## config.mk

```make
export PLATFORM = sky130hd
export DESIGN_NAME = mem_port_arbiter
export DESIGN_NICKNAME = d
export VERILOG_FILES = /design/src/rtl/cpu_mem_pkg.sv /design/src/rtl/mem_arb_timer.sv /design/src/rtl/mem_port_arbiter.sv
export SDC_FILE = /design/constraint.sdc
export NUM_CORES = 1
export LEC_CHECK = 0
export ABC_AREA = 1
export CAP_MARGIN = 20
export CORE_MARGIN = 4
export CORE_UTILIZATION = 48
export CTS_BUF_LIST = sky130_fd_sc_hd__clkbuf_2 sky130_fd_sc_hd__clkbuf_4 sky130_fd_sc_hd__clkbuf_8
export DETAILED_ROUTE_END_ITERATION = 8
export HOLD_SLACK_MARGIN = 0.08
export MAX_ROUTING_LAYER = met4
export PLACE_DENSITY = 0.88
export SYNTH_ARGS = -nofsm -noshare
export SYNTH_HDL_FRONTEND = slang
export SYNTH_SLANG_ARGS = --single-unit
```

## constraint.sdc

```tcl
create_clock -name clk -period 2.6 [get_ports clk]
set_clock_uncertainty 0.05 [all_clocks]
set_input_delay 0.39 -clock clk [delete_from_list [all_inputs] [get_ports clk]]
set_output_delay 0.39 -clock clk [all_outputs]
set_load 0.005 [all_outputs]
```

## src/rtl/cpu_mem_pkg.sv

```systemverilog
// Shared types and constants for the pipeline-to-memory bus arbiter.
package cpu_mem_pkg;

    localparam int unsigned ADDR_WIDTH_DFLT = 32;
    localparam int unsigned DATA_WIDTH_DFLT = 32;
    localparam int unsigned BE_WIDTH_DFLT   = DATA_WIDTH_DFLT / 8;
    localparam int unsigned STARVE_W        = 4;

    // All byte lanes enabled; truncated to the bus byte-enable width at the use site.
    localparam logic [63:0] FETCH_BE_ALL = '1;

    typedef enum logic [1:0] {
        ST_IDLE   = 2'd0,
        ST_BUS_IF = 2'd1,
        ST_BUS_DM = 2'd2,
        ST_RESP   = 2'd3
    } arb_state_e;

    typedef enum logic {
        RSP_IF = 1'b0,
        RSP_DM = 1'b1
    } resp_sel_e;

endpackage

```

## src/rtl/mem_arb_timer.sv

```systemverilog
// Bus-cycle watchdog: counts enabled cycles and flags the final cycle before TIMEOUT.
module mem_arb_timer #(
    parameter int unsigned TIMEOUT = 64
) (
    input  logic clk,
    input  logic rst,
    input  logic en,
    input  logic clr,
    output logic expire_c
);

    localparam int unsigned CNT_W = (TIMEOUT > 2) ? $clog2(TIMEOUT) : 1;

    logic [CNT_W-1:0] cnt_q;

    always_ff @(posedge clk) begin
        if (rst || clr) begin
            cnt_q <= '0;
        end else if (en) begin
            cnt_q <= cnt_q + CNT_W'(1);
        end
    end

    // TIMEOUT of zero disables expiry entirely.
    assign expire_c = (TIMEOUT != 0) && en && (cnt_q == CNT_W'(TIMEOUT - 1));

endmodule

```

## src/rtl/mem_port_arbiter.sv

```systemverilog
// Arbitrates the single memory bus between instruction fetch and load/store,
// holding the bus stable until acknowledged and returning registered responses.
module mem_port_arbiter
    import cpu_mem_pkg::*;
#(
    parameter int unsigned ADDR_WIDTH   = ADDR_WIDTH_DFLT,
    parameter int unsigned DATA_WIDTH   = DATA_WIDTH_DFLT,
    parameter int unsigned STARVE_LIMIT = 4,
    parameter int unsigned TIMEOUT      = 64
) (
    input  logic                    clk,
    input  logic                    rst,
    input  logic                    if_req_i,
    input  logic [ADDR_WIDTH-1:0]   if_addr_i,
    output logic [DATA_WIDTH-1:0]   if_rdata_o,
    output logic                    if_ack_o,
    input  logic                    dm_req_i,
    input  logic                    dm_we_i,
    input  logic [ADDR_WIDTH-1:0]   dm_addr_i,
    input  logic [DATA_WIDTH-1:0]   dm_wdata_i,
    input  logic [DATA_WIDTH/8-1:0] dm_be_i,
    output logic [DATA_WIDTH-1:0]   dm_rdata_o,
    output logic                    dm_ack_o,
    output logic                    mem_req_o,
    output logic                    mem_we_o,
    output logic [ADDR_WIDTH-1:0]   mem_addr_o,
    output logic [DATA_WIDTH-1:0]   mem_wdata_o,
    output logic [DATA_WIDTH/8-1:0] mem_be_o,
    input  logic [DATA_WIDTH-1:0]   mem_rdata_i,
    input  logic                    mem_ack_i,
    output logic                    stall_o,
    output logic                    err_o
);

    localparam int unsigned BE_W = DATA_WIDTH / 8;

    arb_state_e            state_q, state_d;
    logic [STARVE_W-1:0]   starve_q, starve_d;
    logic                  mem_req_d, mem_we_d;
    logic [ADDR_WIDTH-1:0] mem_addr_d;
    logic [DATA_WIDTH-1:0] mem_wdata_d;
    logic [BE_W-1:0]       mem_be_d;
    logic                  if_ack_d, dm_ack_d, err_d;
    logic [DATA_WIDTH-1:0] if_rdata_d, dm_rdata_d, rsp_data;
    resp_sel_e             rsp_sel;
    logic                  on_bus, expire_c;

    assign on_bus = (state_q == ST_BUS_IF) || (state_q == ST_BUS_DM);

    mem_arb_timer #(.TIMEOUT(TIMEOUT)) u_timer (
        .clk      (clk),
        .rst      (rst),
        .en       (on_bus && !mem_ack_i),
        .clr      (state_q == ST_RESP),
        .expire_c (expire_c)
    );

    // Next-state, arbitration and next values of all registered outputs.
    always_comb begin
        state_d     = state_q;
        starve_d    = starve_q;
        mem_req_d   = mem_req_o;
        mem_we_d    = mem_we_o;
        mem_addr_d  = mem_addr_o;
        mem_wdata_d = mem_wdata_o;
        mem_be_d    = mem_be_o;
        if_ack_d    = 1'b0;
        dm_ack_d    = 1'b0;
        err_d       = 1'b0;
        if_rdata_d  = if_rdata_o;
        dm_rdata_d  = dm_rdata_o;
        rsp_data    = '0;
        rsp_sel     = (state_q == ST_BUS_IF) ? RSP_IF : RSP_DM;

        case (state_q)
            ST_IDLE: begin
                if (dm_req_i && (!if_req_i || (starve_q < STARVE_W'(STARVE_LIMIT)))) begin
                    state_d     = ST_BUS_DM;
                    mem_req_d   = 1'b1;
                    mem_we_d    = dm_we_i;
                    mem_addr_d  = dm_addr_i;
                    mem_wdata_d = dm_wdata_i;
                    mem_be_d    = dm_be_i;
                    // Grant only reaches here below the limit, so +1 saturates naturally.
                    starve_d    = if_req_i ? (starve_q + STARVE_W'(1)) : '0;
                end else if (if_req_i) begin
                    state_d     = ST_BUS_IF;
                    mem_req_d   = 1'b1;
                    mem_we_d    = 1'b0;
                    mem_addr_d  = if_addr_i;
                    mem_wdata_d = '0;
                    mem_be_d    = BE_W'(FETCH_BE_ALL);
                    starve_d    = '0;
                end else begin
                    starve_d    = '0;
                end
            end
            ST_BUS_IF, ST_BUS_DM: begin
                if (mem_ack_i || expire_c) begin
                    rsp_data  = (mem_ack_i && !mem_we_o) ? mem_rdata_i : '0;
                    err_d     = !mem_ack_i;
                    mem_req_d = 1'b0;
                    state_d   = ST_RESP;
                    if (rsp_sel == RSP_IF) begin
                        if_ack_d   = 1'b1;
                        if_rdata_d = rsp_data;
                    end else begin
                        dm_ack_d   = 1'b1;
                        dm_rdata_d = rsp_data;
                    end
                end
            end
            ST_RESP: state_d = ST_IDLE;
            default: state_d = ST_IDLE;
        endcase
    end

    always_ff @(posedge clk) begin
        if (rst) begin
            state_q     <= ST_IDLE;
            starve_q    <= '0;
            mem_req_o   <= 1'b0;
            mem_we_o    <= 1'b0;
            mem_addr_o  <= '0;
            mem_wdata_o <= '0;
            mem_be_o    <= '0;
            if_ack_o    <= 1'b0;
            dm_ack_o    <= 1'b0;
            err_o       <= 1'b0;
            if_rdata_o  <= '0;
            dm_rdata_o  <= '0;
        end else begin
            state_q     <= state_d;
            starve_q    <= starve_d;
            mem_req_o   <= mem_req_d;
            mem_we_o    <= mem_we_d;
            mem_addr_o  <= mem_addr_d;
            mem_wdata_o <= mem_wdata_d;
            mem_be_o    <= mem_be_d;
            if_ack_o    <= if_ack_d;
            dm_ack_o    <= dm_ack_d;
            err_o       <= err_d;
            if_rdata_o  <= if_rdata_d;
            dm_rdata_o  <= dm_rdata_d;
        end
    end

    // Combinational so the hazard unit sees a new request in the same cycle.
    assign stall_o = (if_req_i & ~if_ack_o) | (dm_req_i & ~dm_ack_o);

endmodule

```

==> impl_metrics.json <==
{
  "post-cts-setup-buffers": 0,
  "finalPower_uw": 8390,
  "fp.dieW_um": 126,
  "rows": 43,
  "cts_hold_buf": 0,
  "synthCells": 1047,
  "port-buffer-count": 275,
  "drive_gt1_share_pct": 4.73,
  "critPathBufInv": 3,
  "grt_start_max_net_pins": 70,
  "cts_resized": 0,
  "relSlewSlack_pct": 52.9,
  "yosys.area.top_type": "dfxtp_1",
  "combinationalPowerShare_pct": 41.6,
  "hpwl_um": 14900,
  "postSynthAreaPerCell_um2": 6.44,
  "yosys-top-cells-area": "dfxtp_1 44%, nand2_1 17%, nor2_1 10%",
  "die_h_um": 126,
  "nets": 1440,
  "cts_tree": "built",
  "multi_input_area_mm2": 0.00286,
  "hold_depth": 2,
  "layoutNonFillerInstCount": 1490,
  "yosysTopAreaCellShare_pct": 44.3,
  "fmax_mhz": 434,
  "critPathTopFamily": "buffers and inverters",
  "syn_area_mm2": 0.00674,
  "hp-start": "starve_q[3]$_SDFFE_PP0P_",
  "drt_iter0_drc": 465,
  "grt_pass1_wl_um": 31600,
  "regArea_mm2": 0.00298,
  "drv_cap": 0,
  "report.final.slew_viol_count": 0,
  "final_hold_viol_count": 0,
  "rrSetupSlack_ns": 0.39,
  "reg2reg_from": "state_q[0]$_SDFFE_PP0P_",
  "finalCriticalPeriod_ns": 2.31,
  "p_sw_share_pct": 34.8,
  "syn2layout_area_growth_pct": 48.9,
  "crit_top_cell": "clkdlybuf4s50_1",
  "pwr-share-seq_pct": 37.0,
  "crit_slowest_cell": "clkdlybuf4s50_1",
  "crit_path_start_kind": "primary input",
  "arrival_ns": 1.87,
  "clock_path_buffers": 2,
  "antennaDiodeCount": 0,
  "finalWeightedCongestion": 0.863,
  "wl_per_cell_um": 13.6,
  "vias_per_cell": 4.69,
  "timing.rr.end": "dm_rdata_o[1]$_SDFFE_PP0P_",
  "wl_um": 20200,
  "drc": 0,
  "clk_pin_slew_worst_paths_ns": 0.07,
  "core_mm2": 0.0138,
  "yosys_warnings": 0,
  "crit_path_max_incr_delay_ns": 0.55,
  "min_to": "starve_q[3]$_SDFFE_PP0P_",
  "dp_cells": 1458,
  "ys_ff_latch": 149,
  "clock-sinks": 149,
  "path_cells": "clkdlybuf4s50_1, inv_1, o22ai_1, clkdlybuf4s50_1",
  "h-tree-depth": 4,
  "cp-end-kind": "primary output",
  "p_leak_uw": 0.00482,
  "ff2ff_path_depth": 11,
  "vdd_ir_drop_max_v": 0.000533,
  "seq_area_frac_synth_pct": 44.3,
  "synth_fp_nets": 1190,
  "required_ns": 2.16,
  "rsz0062_at_grt": "false",
  "setup_violations": 0,
  "grt_pass1_vias": 6494,
  "cts_buffers": 17,
  "num_io_pins": 276,
  "yosysUniqueCellTypes": 28,
  "ant_nets": 0,
  "overflow": 0,
  "period_share_pct": 88.7,
  "dieArea_mm2": 0.0160,
  "fill_cells": 1038,
  "grt.total_usage_pct": 25.3,
  "finalSetupTns_ns": 0,
  "status": "finished, final reports clean",
  "crit_type": "primary input to primary output",
  "vias": 6986,
  "internal-power_uw": 5470,
  "cts-root-buf": "clkbuf_8",
  "power_frac_clock_pct": 21.4,
  "clock_latency_ns": 0.44,
  "initial_utilization_pct": 48.7,
  "hold_class": "register to register",
  "crit_fanout": 5,
  "grt_antenna_before_repair": 0,
  "p_per_area_mw_per_mm2": 836,
  "power.switching_uw": 2920,
  "firstDrtPassIters": 6,
  "worst_pin_slew_ns": 0.707
}
[metal layers]
metal  up-vias  wire length (um)  track usage [%]
met2       242             10300             43.3
met3        31              1550             6.99
met5         -                 0                -
met1      3070              7830             27.7
li1       3643                 -                -
met4         0               554             10.0
[kinds of logic (layout without fill, tap and decap cells)]
kind of cell | Yosys count | in the layout | synth area share [%]
buffers and inverters | 228 | 491 | 13.5
AOI/OAI and AO/OA | 90 | 90 | 6.87
and+or+nand+nor | 574 | 574 | 34.3
DFF | 149 | 149 | 44.3
xor gates and xnor gates | 1 | 1 | 0.130
adders and majority gates | 5 | 5 | 0.929
[how the worst max path moves through the flow]
stage,start,to,depth (start not counted)
after floorplan,state_q[0]$_SDFFE_PP0P_,if_rdata_o[10]$_SDFFE_PP0P_,12
after global placement,if_req_i,stall_o,4
after detailed placement,if_req_i,stall_o,4
after CTS,if_req_i,stall_o,4
after global routing,state_q[0]$_SDFFE_PP0P_,dm_rdata_o[1]$_SDFFE_PP0P_,11
final,if_req_i,stall_o,4
[synth_stat cells]
library cell,n
nand2_4,1
nand4_1,32
nand2_2,1
nand3_2,1
a21oi_1,44
inv_2,2
buf_6,2
o21ai_0,40
dfxtp_1,149
a21boi_0,1
nand3_1,39
o22ai_1,1
buf_4,3
a21oi_2,1
o21a_1,1
nor3_1,2
o21ai_1,1
nor2_1,182
buf_1,9
ha_1,5
and3_1,1
nand2_1,313
clkbuf_1,26
nor2_2,2
inv_1,163
xnor2_1,1
buf_2,23
o21bai_1,1
[cell usage in the layout (no fill, tap or decap), types with 2 or more instances in the layout]
cell type        instances
nand2_1                313
clkdlybuf4s50_1        275
nor2_1                 181
inv_1                  162
dfxtp_1                149
a21oi_1                 44
o21ai_0                 40
nand3_1                 38
nand4_1                 32
clkbuf_8                19
buf_4                   15
ha_1                     5
clkinvlp_4               4
buf_12                   4
inv_2                    3
nor2_2                   3
nor3_1                   2
nand3_2                  2
clkbuf_4                 2
clkinv_4                 2
clkinv_2                 2
bufinv_16                2
[stage by stage]
step	hold WS (ns)	instance area [um2]	util [%]	setup WS [ns]
final	0.400	10000	72.6	0.294
after global routing	0.414	10000	72.6	0.232
after floorplan	0.369	6740	-	0.809
after detailed placement	0.387	9630	69.7	0.274
after CTS	0.398	10000	72.6	0.273
after global placement	0.380	9630	69.7	0.258
[power groups by stage]
stage / combinational [uW] / sequential, uW / clock [uW]
floorplan: 1700 / 3180 / 0
global placement: 3420 / 3140 / 0
detailed placement: 3480 / 3160 / 0
CTS: 3520 / 3110 / 1830
global route: 3880 / 3170 / 1930
finish: 3490 / 3110 / 1800
[registers in the layout, summed over array words and instances (netlist names), 2 cells and up]
signal	count
dm_rdata_o	32
if_rdata_o	32
mem_addr_o	32
mem_be_o	4
mem_wdata_o	32
starve_q	4
state_q	2
u_timer.cnt_q	6
[final cells by class]
type	count	area share [%]
clock buffer	21	2.76
clock inverter	11	1.26
inverter	165	6.17
multi-input combinational	670	28.5
sequential	149	29.7
tap	180	2.24
timing repair buffer	294	29.4
[tightest hold or removal path, cell delays in order, from the launching register on]
cell	delay, ns
dfxtp_1	0.32
nand2_1	0.06
nor2_1	0.03
Power figures use the tool's default switching activity.
